File: src/rtl/hbridge_pkg.sv
// Shared types and constants for the H-bridge PWM driver: channel state codes and direction codes.
package hbridge_pkg;

  typedef enum logic [1:0] {
    StIdle = 2'd0,
    StRamp = 2'd1,
    StRun  = 2'd2,
    StDead = 2'd3
  } hb_state_e;

  typedef logic [1:0] dir_t;

  localparam dir_t DirBrakeLo = 2'b00;
  localparam dir_t DirRev     = 2'b01;
  localparam dir_t DirFwd     = 2'b10;
  localparam dir_t DirBrakeHi = 2'b11;

  function automatic int unsigned min_u(input int unsigned a, input int unsigned b);
    return (a < b) ? a : b;
  endfunction

endpackage

File: src/rtl/hbridge_pwm_driver_if.sv
// Controller-to-driver bundle: per-side run requests, direction codes and target duties,
// plus the bridge pin and status outputs.
interface hbridge_pwm_driver_if #(
  parameter int unsigned CNT_W = 8
);
  import hbridge_pkg::*;

  logic             en_a;
  logic             en_b;
  dir_t             dir_a;
  dir_t             dir_b;
  logic [CNT_W-1:0] duty_a;
  logic [CNT_W-1:0] duty_b;
  logic [3:0]       hb_in;
  logic             pwm_a;
  logic             pwm_b;
  logic [1:0]       st_a;
  logic [1:0]       st_b;

  modport master (
    output en_a, en_b, dir_a, dir_b, duty_a, duty_b,
    input  hb_in, pwm_a, pwm_b, st_a, st_b
  );

  modport slave (
    input  en_a, en_b, dir_a, dir_b, duty_a, duty_b,
    output hb_in, pwm_a, pwm_b, st_a, st_b
  );

endinterface

File: src/rtl/hbridge_pwm_channel.sv
// One motor channel: run/ramp/dead FSM, wrap-synchronous duty shadow and registered PWM compare.
// Soft-start ramp is built only when HBRIDGE_SOFTSTART_EN is defined.
module hbridge_pwm_channel
  import hbridge_pkg::*;
#(
  parameter int unsigned CNT_W     = 8,
  parameter int unsigned DUTY_MAX  = 200,
  parameter int unsigned RAMP_STEP = 4,
  parameter int unsigned RAMP_DIV  = 1000,
  parameter int unsigned DEAD_CYC  = 500
) (
  input  logic             clk,
  input  logic             rst,
  input  logic             en_i,
  input  dir_t             dir_i,
  input  logic [CNT_W-1:0] duty_i,
  input  logic [CNT_W-1:0] cnt_nxt_i,
  input  logic             wrap_i,
  output logic [1:0]       hb_o,
  output logic             pwm_o,
  output logic [1:0]       st_o
);

  localparam int unsigned      FullScale = (2 ** CNT_W) - 1;
  localparam logic [CNT_W-1:0] DutyCap   = CNT_W'(min_u(DUTY_MAX, FullScale));
  localparam int unsigned      DeadW     = (DEAD_CYC > 1) ? $clog2(DEAD_CYC) : 1;

  hb_state_e        st_q, st_d;
  dir_t             dir_q, dir_d, pend_q, pend_d;
  logic [CNT_W-1:0] cur_q, cur_d, shadow_q, shadow_d, tgt;
  logic             pwm_q, pwm_d;
  logic [DeadW-1:0] dead_q, dead_d;

  assign tgt = (duty_i > DutyCap) ? DutyCap : duty_i;

`ifdef HBRIDGE_SOFTSTART_EN
  localparam int unsigned RampW = (RAMP_DIV > 1) ? $clog2(RAMP_DIV) : 1;
  logic [RampW-1:0] ramp_q, ramp_d;
  logic [CNT_W:0]   ramp_sum;

  assign ramp_sum = {1'b0, cur_q} + (CNT_W + 1)'(RAMP_STEP);

  always_ff @(posedge clk or posedge rst) begin
    if (rst) ramp_q <= '0;
    else     ramp_q <= ramp_d;
  end
`endif

  always_ff @(posedge clk or posedge rst) begin
    if (rst) begin
      st_q     <= StIdle;
      dir_q    <= DirBrakeLo;
      pend_q   <= DirBrakeLo;
      cur_q    <= '0;
      shadow_q <= '0;
      pwm_q    <= 1'b0;
      dead_q   <= '0;
    end else begin
      st_q     <= st_d;
      dir_q    <= dir_d;
      pend_q   <= pend_d;
      cur_q    <= cur_d;
      shadow_q <= shadow_d;
      pwm_q    <= pwm_d;
      dead_q   <= dead_d;
    end
  end

  // Compare against the post-edge counter so pwm_q lines up with the visible count.
  assign shadow_d = wrap_i ? cur_q : shadow_q;
  assign pwm_d    = (cnt_nxt_i < shadow_d);

  always_comb begin
    st_d   = st_q;
    dir_d  = dir_q;
    pend_d = pend_q;
    cur_d  = cur_q;
    dead_d = dead_q;
`ifdef HBRIDGE_SOFTSTART_EN
    ramp_d = ramp_q;
`endif
    if (!en_i) begin
      st_d   = StIdle;
      cur_d  = '0;
      dead_d = '0;
`ifdef HBRIDGE_SOFTSTART_EN
      ramp_d = '0;
`endif
    end else begin
      unique case (st_q)
        StIdle: begin
          dead_d = '0;
          if (dir_i != dir_q && dir_q != DirBrakeLo) begin
            st_d   = StDead;
            pend_d = dir_i;
          end else begin
            dir_d = dir_i;
`ifdef HBRIDGE_SOFTSTART_EN
            st_d   = StRamp;
            ramp_d = '0;
`else
            st_d  = StRun;
            cur_d = tgt;
`endif
          end
        end
`ifdef HBRIDGE_SOFTSTART_EN
        StRamp: begin
          if (dir_i != dir_q) begin
            st_d   = StDead;
            pend_d = dir_i;
            cur_d  = '0;
            dead_d = '0;
            ramp_d = '0;
          end else if (cur_q >= tgt) begin
            st_d   = StRun;
            cur_d  = tgt;
            ramp_d = '0;
          end else if (ramp_q == RampW'(RAMP_DIV - 1)) begin
            ramp_d = '0;
            if (ramp_sum >= {1'b0, tgt}) begin
              st_d  = StRun;
              cur_d = tgt;
            end else begin
              cur_d = ramp_sum[CNT_W-1:0];
            end
          end else begin
            ramp_d = ramp_q + RampW'(1);
          end
        end
`endif
        StRun: begin
          if (dir_i != dir_q) begin
            st_d   = StDead;
            pend_d = dir_i;
            cur_d  = '0;
            dead_d = '0;
`ifdef HBRIDGE_SOFTSTART_EN
          end else if (tgt > cur_q) begin
            st_d   = StRamp;
            ramp_d = '0;
`endif
          end else begin
            cur_d = tgt;
          end
        end
        StDead: begin
          cur_d = '0;
          if (dir_i != pend_q) begin
            pend_d = dir_i;
            dead_d = '0;
          end else if (dead_q == DeadW'(DEAD_CYC - 1)) begin
            dir_d  = pend_q;
            dead_d = '0;
`ifdef HBRIDGE_SOFTSTART_EN
            st_d   = StRamp;
            ramp_d = '0;
`else
            st_d  = StRun;
            cur_d = tgt;
`endif
          end else begin
            dead_d = dead_q + DeadW'(1);
          end
        end
        default: st_d = StIdle;
      endcase
    end
  end

  // en and DEAD gate the pin combinationally so the bridge shuts off without waiting a wrap.
  always_comb begin
    hb_o  = (st_q == StDead) ? DirBrakeLo : dir_q;
    pwm_o = pwm_q && en_i && (st_q == StRamp || st_q == StRun);
    st_o  = st_q;
  end

endmodule

File: src/rtl/hbridge_pwm_driver.sv
// Dual-channel L298-style H-bridge driver: shared free-running PWM counter, two channel instances.
// Optional soft-start ramp enabled by defining HBRIDGE_SOFTSTART_EN.
module hbridge_pwm_driver
  import hbridge_pkg::*;
#(
  parameter int unsigned CNT_W     = 8,
  parameter int unsigned DUTY_MAX  = 200,
  parameter int unsigned RAMP_STEP = 4,
  parameter int unsigned RAMP_DIV  = 1000,
  parameter int unsigned DEAD_CYC  = 500
) (
  input logic                 clk,
  input logic                 rst,
  hbridge_pwm_driver_if.slave bus
);

  logic [CNT_W-1:0] cnt_q, cnt_nxt;
  logic             wrap;

  assign cnt_nxt = cnt_q + 1'b1;
  assign wrap    = &cnt_q;

  always_ff @(posedge clk or posedge rst) begin
    if (rst) cnt_q <= '0;
    else     cnt_q <= cnt_nxt;
  end

  hbridge_pwm_channel #(
    .CNT_W    (CNT_W),
    .DUTY_MAX (DUTY_MAX),
    .RAMP_STEP(RAMP_STEP),
    .RAMP_DIV (RAMP_DIV),
    .DEAD_CYC (DEAD_CYC)
  ) u_ch_a (
    .clk      (clk),
    .rst      (rst),
    .en_i     (bus.en_a),
    .dir_i    (bus.dir_a),
    .duty_i   (bus.duty_a),
    .cnt_nxt_i(cnt_nxt),
    .wrap_i   (wrap),
    .hb_o     (bus.hb_in[3:2]),
    .pwm_o    (bus.pwm_a),
    .st_o     (bus.st_a)
  );

  hbridge_pwm_channel #(
    .CNT_W    (CNT_W),
    .DUTY_MAX (DUTY_MAX),
    .RAMP_STEP(RAMP_STEP),
    .RAMP_DIV (RAMP_DIV),
    .DEAD_CYC (DEAD_CYC)
  ) u_ch_b (
    .clk      (clk),
    .rst      (rst),
    .en_i     (bus.en_b),
    .dir_i    (bus.dir_b),
    .duty_i   (bus.duty_b),
    .cnt_nxt_i(cnt_nxt),
    .wrap_i   (wrap),
    .hb_o     (bus.hb_in[1:0]),
    .pwm_o    (bus.pwm_b),
    .st_o     (bus.st_b)
  );

endmodule
File: src/flat_wrapper.sv
// flat-port wrapper written by rule: the top's interface ports become plain ports
module hbridge_pwm_driver_flat import hbridge_pkg::*;
#(
  parameter int unsigned CNT_W     = 8,
  parameter int unsigned DUTY_MAX  = 200,
  parameter int unsigned RAMP_STEP = 4,
  parameter int unsigned RAMP_DIV  = 1000,
  parameter int unsigned DEAD_CYC  = 500
)
  (clk, rst, bus_en_a, bus_en_b, bus_dir_a, bus_dir_b, bus_duty_a, bus_duty_b, bus_hb_in, bus_pwm_a, bus_pwm_b, bus_st_a, bus_st_b);
  hbridge_pwm_driver_if #(.CNT_W(CNT_W)) bus_i ();
  input logic clk;
  input logic rst;
  input wire logic [$bits(bus_i.en_a)-1:0] bus_en_a;
  input wire logic [$bits(bus_i.en_b)-1:0] bus_en_b;
  input wire logic [$bits(bus_i.dir_a)-1:0] bus_dir_a;
  input wire logic [$bits(bus_i.dir_b)-1:0] bus_dir_b;
  input wire logic [$bits(bus_i.duty_a)-1:0] bus_duty_a;
  input wire logic [$bits(bus_i.duty_b)-1:0] bus_duty_b;
  output wire logic [$bits(bus_i.hb_in)-1:0] bus_hb_in;
  output wire logic [$bits(bus_i.pwm_a)-1:0] bus_pwm_a;
  output wire logic [$bits(bus_i.pwm_b)-1:0] bus_pwm_b;
  output wire logic [$bits(bus_i.st_a)-1:0] bus_st_a;
  output wire logic [$bits(bus_i.st_b)-1:0] bus_st_b;
  assign bus_i.en_a = bus_en_a;
  assign bus_i.en_b = bus_en_b;
  assign bus_i.dir_a = bus_dir_a;
  assign bus_i.dir_b = bus_dir_b;
  assign bus_i.duty_a = bus_duty_a;
  assign bus_i.duty_b = bus_duty_b;
  assign bus_hb_in = bus_i.hb_in;
  assign bus_pwm_a = bus_i.pwm_a;
  assign bus_pwm_b = bus_i.pwm_b;
  assign bus_st_a = bus_i.st_a;
  assign bus_st_b = bus_i.st_b;
  hbridge_pwm_driver #(.CNT_W(CNT_W), .DUTY_MAX(DUTY_MAX), .RAMP_STEP(RAMP_STEP), .RAMP_DIV(RAMP_DIV), .DEAD_CYC(DEAD_CYC)) u_core (.clk(clk), .rst(rst), .bus(bus_i));
endmodule
File: config.mk
export PLATFORM = sky130hd
export DESIGN_NAME = hbridge_pwm_driver_flat
export DESIGN_NICKNAME = d
export VERILOG_FILES = /design/src/rtl/hbridge_pkg.sv /design/src/rtl/hbridge_pwm_driver_if.sv /design/src/rtl/hbridge_pwm_channel.sv /design/src/rtl/hbridge_pwm_driver.sv /design/src/flat_wrapper.sv
export SDC_FILE = /design/constraint.sdc
export NUM_CORES = 1
export LEC_CHECK = 0
export CELL_PAD_IN_SITES_DETAIL_PLACEMENT = 1
export CELL_PAD_IN_SITES_GLOBAL_PLACEMENT = 1
export CORE_ASPECT_RATIO = 1.1
export CORE_MARGIN = 4
export CORE_UTILIZATION = 50
export CTS_BUF_LIST = sky130_fd_sc_hd__clkbuf_16
export DETAILED_ROUTE_END_ITERATION = 7
export PLACE_DENSITY_LB_ADDON = 0.3
export SYNTH_ARGS = -nofsm -noshare
export SYNTH_HDL_FRONTEND = slang
export SYNTH_SLANG_ARGS = --single-unit
export TNS_END_PERCENT = 30
File: constraint.sdc
create_clock -name clk -period 4.9 [get_ports clk]
set_input_delay 0.98 -clock clk [delete_from_list [all_inputs] [get_ports clk]]
set_output_delay 0.98 -clock clk [all_outputs]
set_load 0.03 [all_outputs]
=== Yosys cells after proc, flatten, opt, wreduce, memory -nomap -nowiden ===
Cells that the tools add are included.

* Add/subtract/negate cells: 3
* $lt $le $gt $ge: 4
* Reductions and logical operators: 27
* Equality and inequality tests: 34
* Muxes and demuxes: 56

{| class="wikitable"
|+ Operators with widths
! cell !! number
|-
| 8-bit 2-to-1 mux || 14
|-
| 9-bit 2-to-1 mux || 8
|-
| 9-bit one-hot mux with 3 select lines || 2
|-
| 8-bit one-hot mux with 3 select lines || 2
|-
| 2-bit 2-to-1 mux || 22
|-
| 2-bit != test, second input constant || 12
|-
| 3-bit != test, second input constant || 8
|-
| 2-bit one-hot mux with 3 select lines || 4
|-
| 5-bit AND reduction || 4
|-
| 9-bit by 1-bit adder with 9-bit output, second input constant || 2
|-
| 9-bit equality test, second input constant || 2
|-
| 8-bit greater-than comparator, second input constant || 2
|-
| 8-bit < comparator || 2
|-
| 8-bit by 1-bit adder with 8-bit output, second input constant || 1
|-
| 2-bit equality test, second input constant || 4
|-
| 2-bit != test || 4
|-
| 4-bit by 1-bit != test with 1-bit output, second input constant || 2
|-
| 2-bit one-hot mux with 2 select lines || 2
|-
| 2-bit AND reduction || 4
|-
| 8-bit AND reduction || 1
|-
| 2-bit nonzero test || 4
|-
| 1-bit logical AND || 6
|-
| 3-bit AND reduction || 2
|-
| 3-bit nonzero test || 2
|-
| other kinds (4) || 8
|}

* Input port bits: 24
* Register bits: 72
* Output and inout port bits: 10

=== Longest topological paths before layout ===
* Depth after elaboration: 6
* Depth in mapped cells: 11
* Mapped depth without buffers: 10

=== Hierarchy ===
A second synthesis with hierarchy kept.

* Cells, all modules: 401
* Area, all modules: 4,154.0 sq um

{| class="wikitable"
|+ By module, submodules not included
! module !! sequential area each (sq um) !! instances !! area an instance (sq um) !! cells each
|-
| hbridge_pwm_channel || 800.8 || 2 || 1,913.1 || 187
|-
| hbridge_pwm_driver || 200.2 || 1 || 327.8 || 27
|}

=== Least setup slack after synthesis ===
No wires, ideal clock.

* Path type: input to output
* From: in bus_en_b
* To: out bus_pwm_b
* Arrival: 1.566 ns
* Stages: 2
* Slack: 2.354 ns
* Required time: 3.920 ns
* Path through: clkbuf_1 > and3_1

* Longest elaborated chain between the ends: 2

{| class="wikitable"
|+ Ends and longest elaborated chain
! element !! RTL line !! source
|-
| start, declared || flat_wrapper.sv:15 || <nowiki>input wire logic [$bits(bus_i.en_b)-1:0] bus_en_b;</nowiki>
|-
| 1-bit logical AND (2 in series) || hbridge_pwm_channel.sv:174 || <nowiki>pwm_o = pwm_q && en_i && (st_q == StRamp || st_q == StRun);</nowiki>
|-
| end, declared || flat_wrapper.sv:22 || <nowiki>output wire logic [$bits(bus_i.pwm_b)-1:0] bus_pwm_b;</nowiki>
|}

No other way between the ends.

=== Final worst setup path ===
Same ends and word-level chain as after synthesis.

==> impl_metrics.json <==
{
  "io_pins": 34,
  "cpPeakStageDelay_ps": 810,
  "start_kind": "primary input",
  "cts_setup_buffers": 0,
  "pwr-share-seq": 0.335,
  "instances_no_fill": 538,
  "design.core.area_um2": 7910,
  "clock-sinks": 72,
  "grt_pass1_wl_mm": 17.7,
  "grt_pass1_vias": 3611,
  "critPathKind": "primary input to output port",
  "ys_ff_latch": 72,
  "pwr-share-clk": 0.342,
  "p_per_area_nw_per_um2": 484,
  "grt_util_met2": 0.451,
  "tightest_slew_ps": 1000,
  "avgSynthCellArea_um2": 10.4,
  "clk_pin_slew_ps": 50,
  "hpwl_mm": 6.94,
  "fp.dieW_um": 93.7,
  "wire_per_inst_um": 19.0,
  "antenna_found_initial": 0,
  "finalCritPeriodShare": 0.755,
  "ys_warn_count": 0,
  "io_buffers": 33,
  "std_cell_rows": 34,
  "max-slew-margin-rel": 0.328,
  "clkLatencyLatePin_ps": 330,
  "vias_per_cell": 5.88,
  "cp_common_cell": "clkdlybuf4s50_1",
  "fmax_mhz": 270,
  "crit_fanout": 17,
  "area_delta_synth_final_pct": 19.2,
  "grt_max_degree": 42,
  "hold_class": "flop to flop",
  "finalPower_mw": 2.33,
  "grt_usage": 0.238,
  "grt.busiest_layer": "met2",
  "crit_required_ps": 3920,
  "period_minus_slack_ps": 3700,
  "cts_buffers": 9,
  "drc_errors": 0,
  "max_cap_viol_count": 0,
  "slew_viol_final": 0,
  "ant_nets": 0,
  "cp_slowest_cell": "clkdlybuf4s50_1",
  "cp-end-kind": "output port",
  "gp_congestion": 0.865,
  "dpl-instance-area_um2": 4460,
  "ys_types": 55,
  "cts_tree": "done",
  "dr.pass1.iters": 4,
  "dieArea_um2": 9590,
  "rsz0062_at_grt": "false",
  "met1_usage": 0.263,
  "switching_share": 0.330,
  "synth_cells": 389,
  "synth_edf_count": 0,
  "hold_viol_final": 0,
  "p_int_mw": 1.56,
  "ys_seq_area_frac": 0.446,
  "grt_use_met3": 0.0302,
  "wirelength_mm": 10.2,
  "ys.flop_type": "dfrtp_1",
  "vias": 3165,
  "status": "finished, final reports clean",
  "combPwrFrac": 0.324,
  "worstPathArrival_ps": 2720,
  "clock_skew_ps": 5.94,
  "syn_nets": 438,
  "peakVddDrop_uv": 266,
  "clockBufferDepth": 2,
  "fin_tns_setup_ps": 0,
  "setup_violations": 0,
  "hold_buffers": 0,
  "cts_resized": 0,
  "crit_family": "buffers and inverters",
  "crit_chain": "clkdlybuf4s50_1, and3_1, clkdlybuf4s50_1",
  "whs_ps": 483,
  "power.static_leakage_nw": 2.22,
  "antenna_cells": 0,
  "cts-root-buf": "clkbuf_16",
  "die_h_um": 102,
  "overflow": 0,
  "final_area_um2": 4820,
  "crit_buf_inv": 2,
  "drtIter0Drc": 48,
  "place_inst": 522,
  "async_reset_ff_frac": 1.00,
  "start_util": 0.511,
  "p_switching_mw": 0.770,
  "netlist_area_um2": 4040,
  "nNetsFinal": 474,
  "h-tree-depth": 3,
  "drive_above_1_share": 0.0953
}
layout by cell type, fill, tap and decap left out, types with 4 or more instances in the layout:
master	netlist	final
mux2i_1	18	18
mux2_2	12	12
a21oi_1	14	14
nand2_1	30	30
a22o_1	9	9
nor2_1	21	21
a32o_1	6	6
dfrtp_1	72	72
clkdlybuf4s50_1	0	33
o21bai_1	5	5
clkbuf_16	0	9
nand3_1	22	22
xnor2_1	12	12
o21ai_0	14	14
and3_1	9	9
bufinv_16	0	4
inv_1	24	24
nor2b_1	13	13
nand4_1	5	5
o31ai_1	7	7
ha_1	25	25
nand2b_1	5	5
and2_1	4	4
xor2_1	6	6
tightest hold or removal path, cell delays in order (launching register included):
cell	delay (ps)
dfrtp_1	320
mux2i_1	80
inv_1	50
path summary, 6_finish.rpt:
path	start	endpoint	slack (ps)	cells past startpoint
hold / removal	u_core.u_ch_a.shadow_q[7]$_DFF_PP0_	u_core.u_ch_a.shadow_q[7]$_DFF_PP0_	480	2
min in group asynchronous	rst	u_core.u_ch_b.st_o[1]$_DFFE_PP0P_	1160	2
max in group asynchronous	rst	u_core.cnt_q[3]$_DFF_PP0_	2810	3
hold reg to reg	u_core.u_ch_a.shadow_q[7]$_DFF_PP0_	u_core.u_ch_a.shadow_q[7]$_DFF_PP0_	480	2
setup / recovery	bus_en_b	bus_pwm_b	1200	3
setup reg to reg	u_core.cnt_q[0]$_DFF_PP0_	u_core.u_ch_b.pwm_q$_DFF_PP0_	1700	9
cells by family (layout without fill, tap and decap cells):
family,Yosys count,count (layout),share of synthesized area
mux,31,31,0.0817
flops,72,72,0.446
fa+ha+maj,25,25,0.0774
buf+inv,34,75,0.0377
simple gates,127,127,0.168
xor+xnor,18,18,0.0390
compound gates,82,82,0.150
per-stage QoR:
| step | utilization | worst slack (ps) |
|---|---|---|
| after floorplan | - | 2100 |
| after global placement | 0.564 | 1250 |
| after detailed placement | 0.564 | 1230 |
| after CTS | 0.609 | 1200 |
| after global routing | 0.609 | 1110 |
| final | 0.609 | 1200 |
synthesized netlist by cell type (7+ instances only):
master,n,share of area
a21oi_1,14,0.017
a22o_1,9,0.019
and3_1,9,0.014
dfrtp_1,72,0.45
ha_1,25,0.077
inv_1,24,0.022
mux2_2,12,0.033
mux2i_1,18,0.045
nand2_1,30,0.028
nand3_1,22,0.027
nor2_1,21,0.019
nor2b_1,13,0.020
o21ai_0,14,0.017
o31ai_1,7,0.013
xnor2_1,12,0.026
per-layer routing:
layer / vias to the layer above / part of all wire
met5: - / 0
met4: 0 / 0.026
met3: 24 / 0.031
met2: 68 / 0.55
met1: 1591 / 0.39
li1: 1482 / -
sequential cells by signal, summed over array words and instances (netlist names), 2 cells and up:
name and cells:
u_core.u_ch_a.shadow_q 8, u_core.u_ch_b.st_o 2, u_core.u_ch_b.pend_q 2, u_core.u_ch_a.dir_q 2
u_core.cnt_q 8, u_core.u_ch_b.shadow_q 8, u_core.u_ch_b.dead_q 9, u_core.u_ch_a.st_o 2
u_core.u_ch_a.pend_q 2, u_core.u_ch_b.cur_q 8, u_core.u_ch_b.dir_q 2, u_core.u_ch_a.dead_q 9
u_core.u_ch_a.cur_q 8
power by group through the flow:
stage | sequential [mW] | clock [mW] | combinational, mW
3_3_place_gp | 0.779 | 0 | 0.715
5_1_grt | 0.796 | 0.839 | 0.831
6_report | 0.781 | 0.797 | 0.755
4_1_cts | 0.782 | 0.807 | 0.762
2_1_floorplan | 0.786 | 0 | 0.517
3_5_place_dp | 0.789 | 0 | 0.749
cell type report:
type                    count  area (µm²)
repair buffers             35         345
well taps                 108         135
fillers                   887        3090
flip-flops and latches     72        1800
inverters                  24        90.1
clock buffers               9         225
multi-input cells         283        2090
clock inverters             7         135
Note: power is estimated with default switching activity, not from simulation.
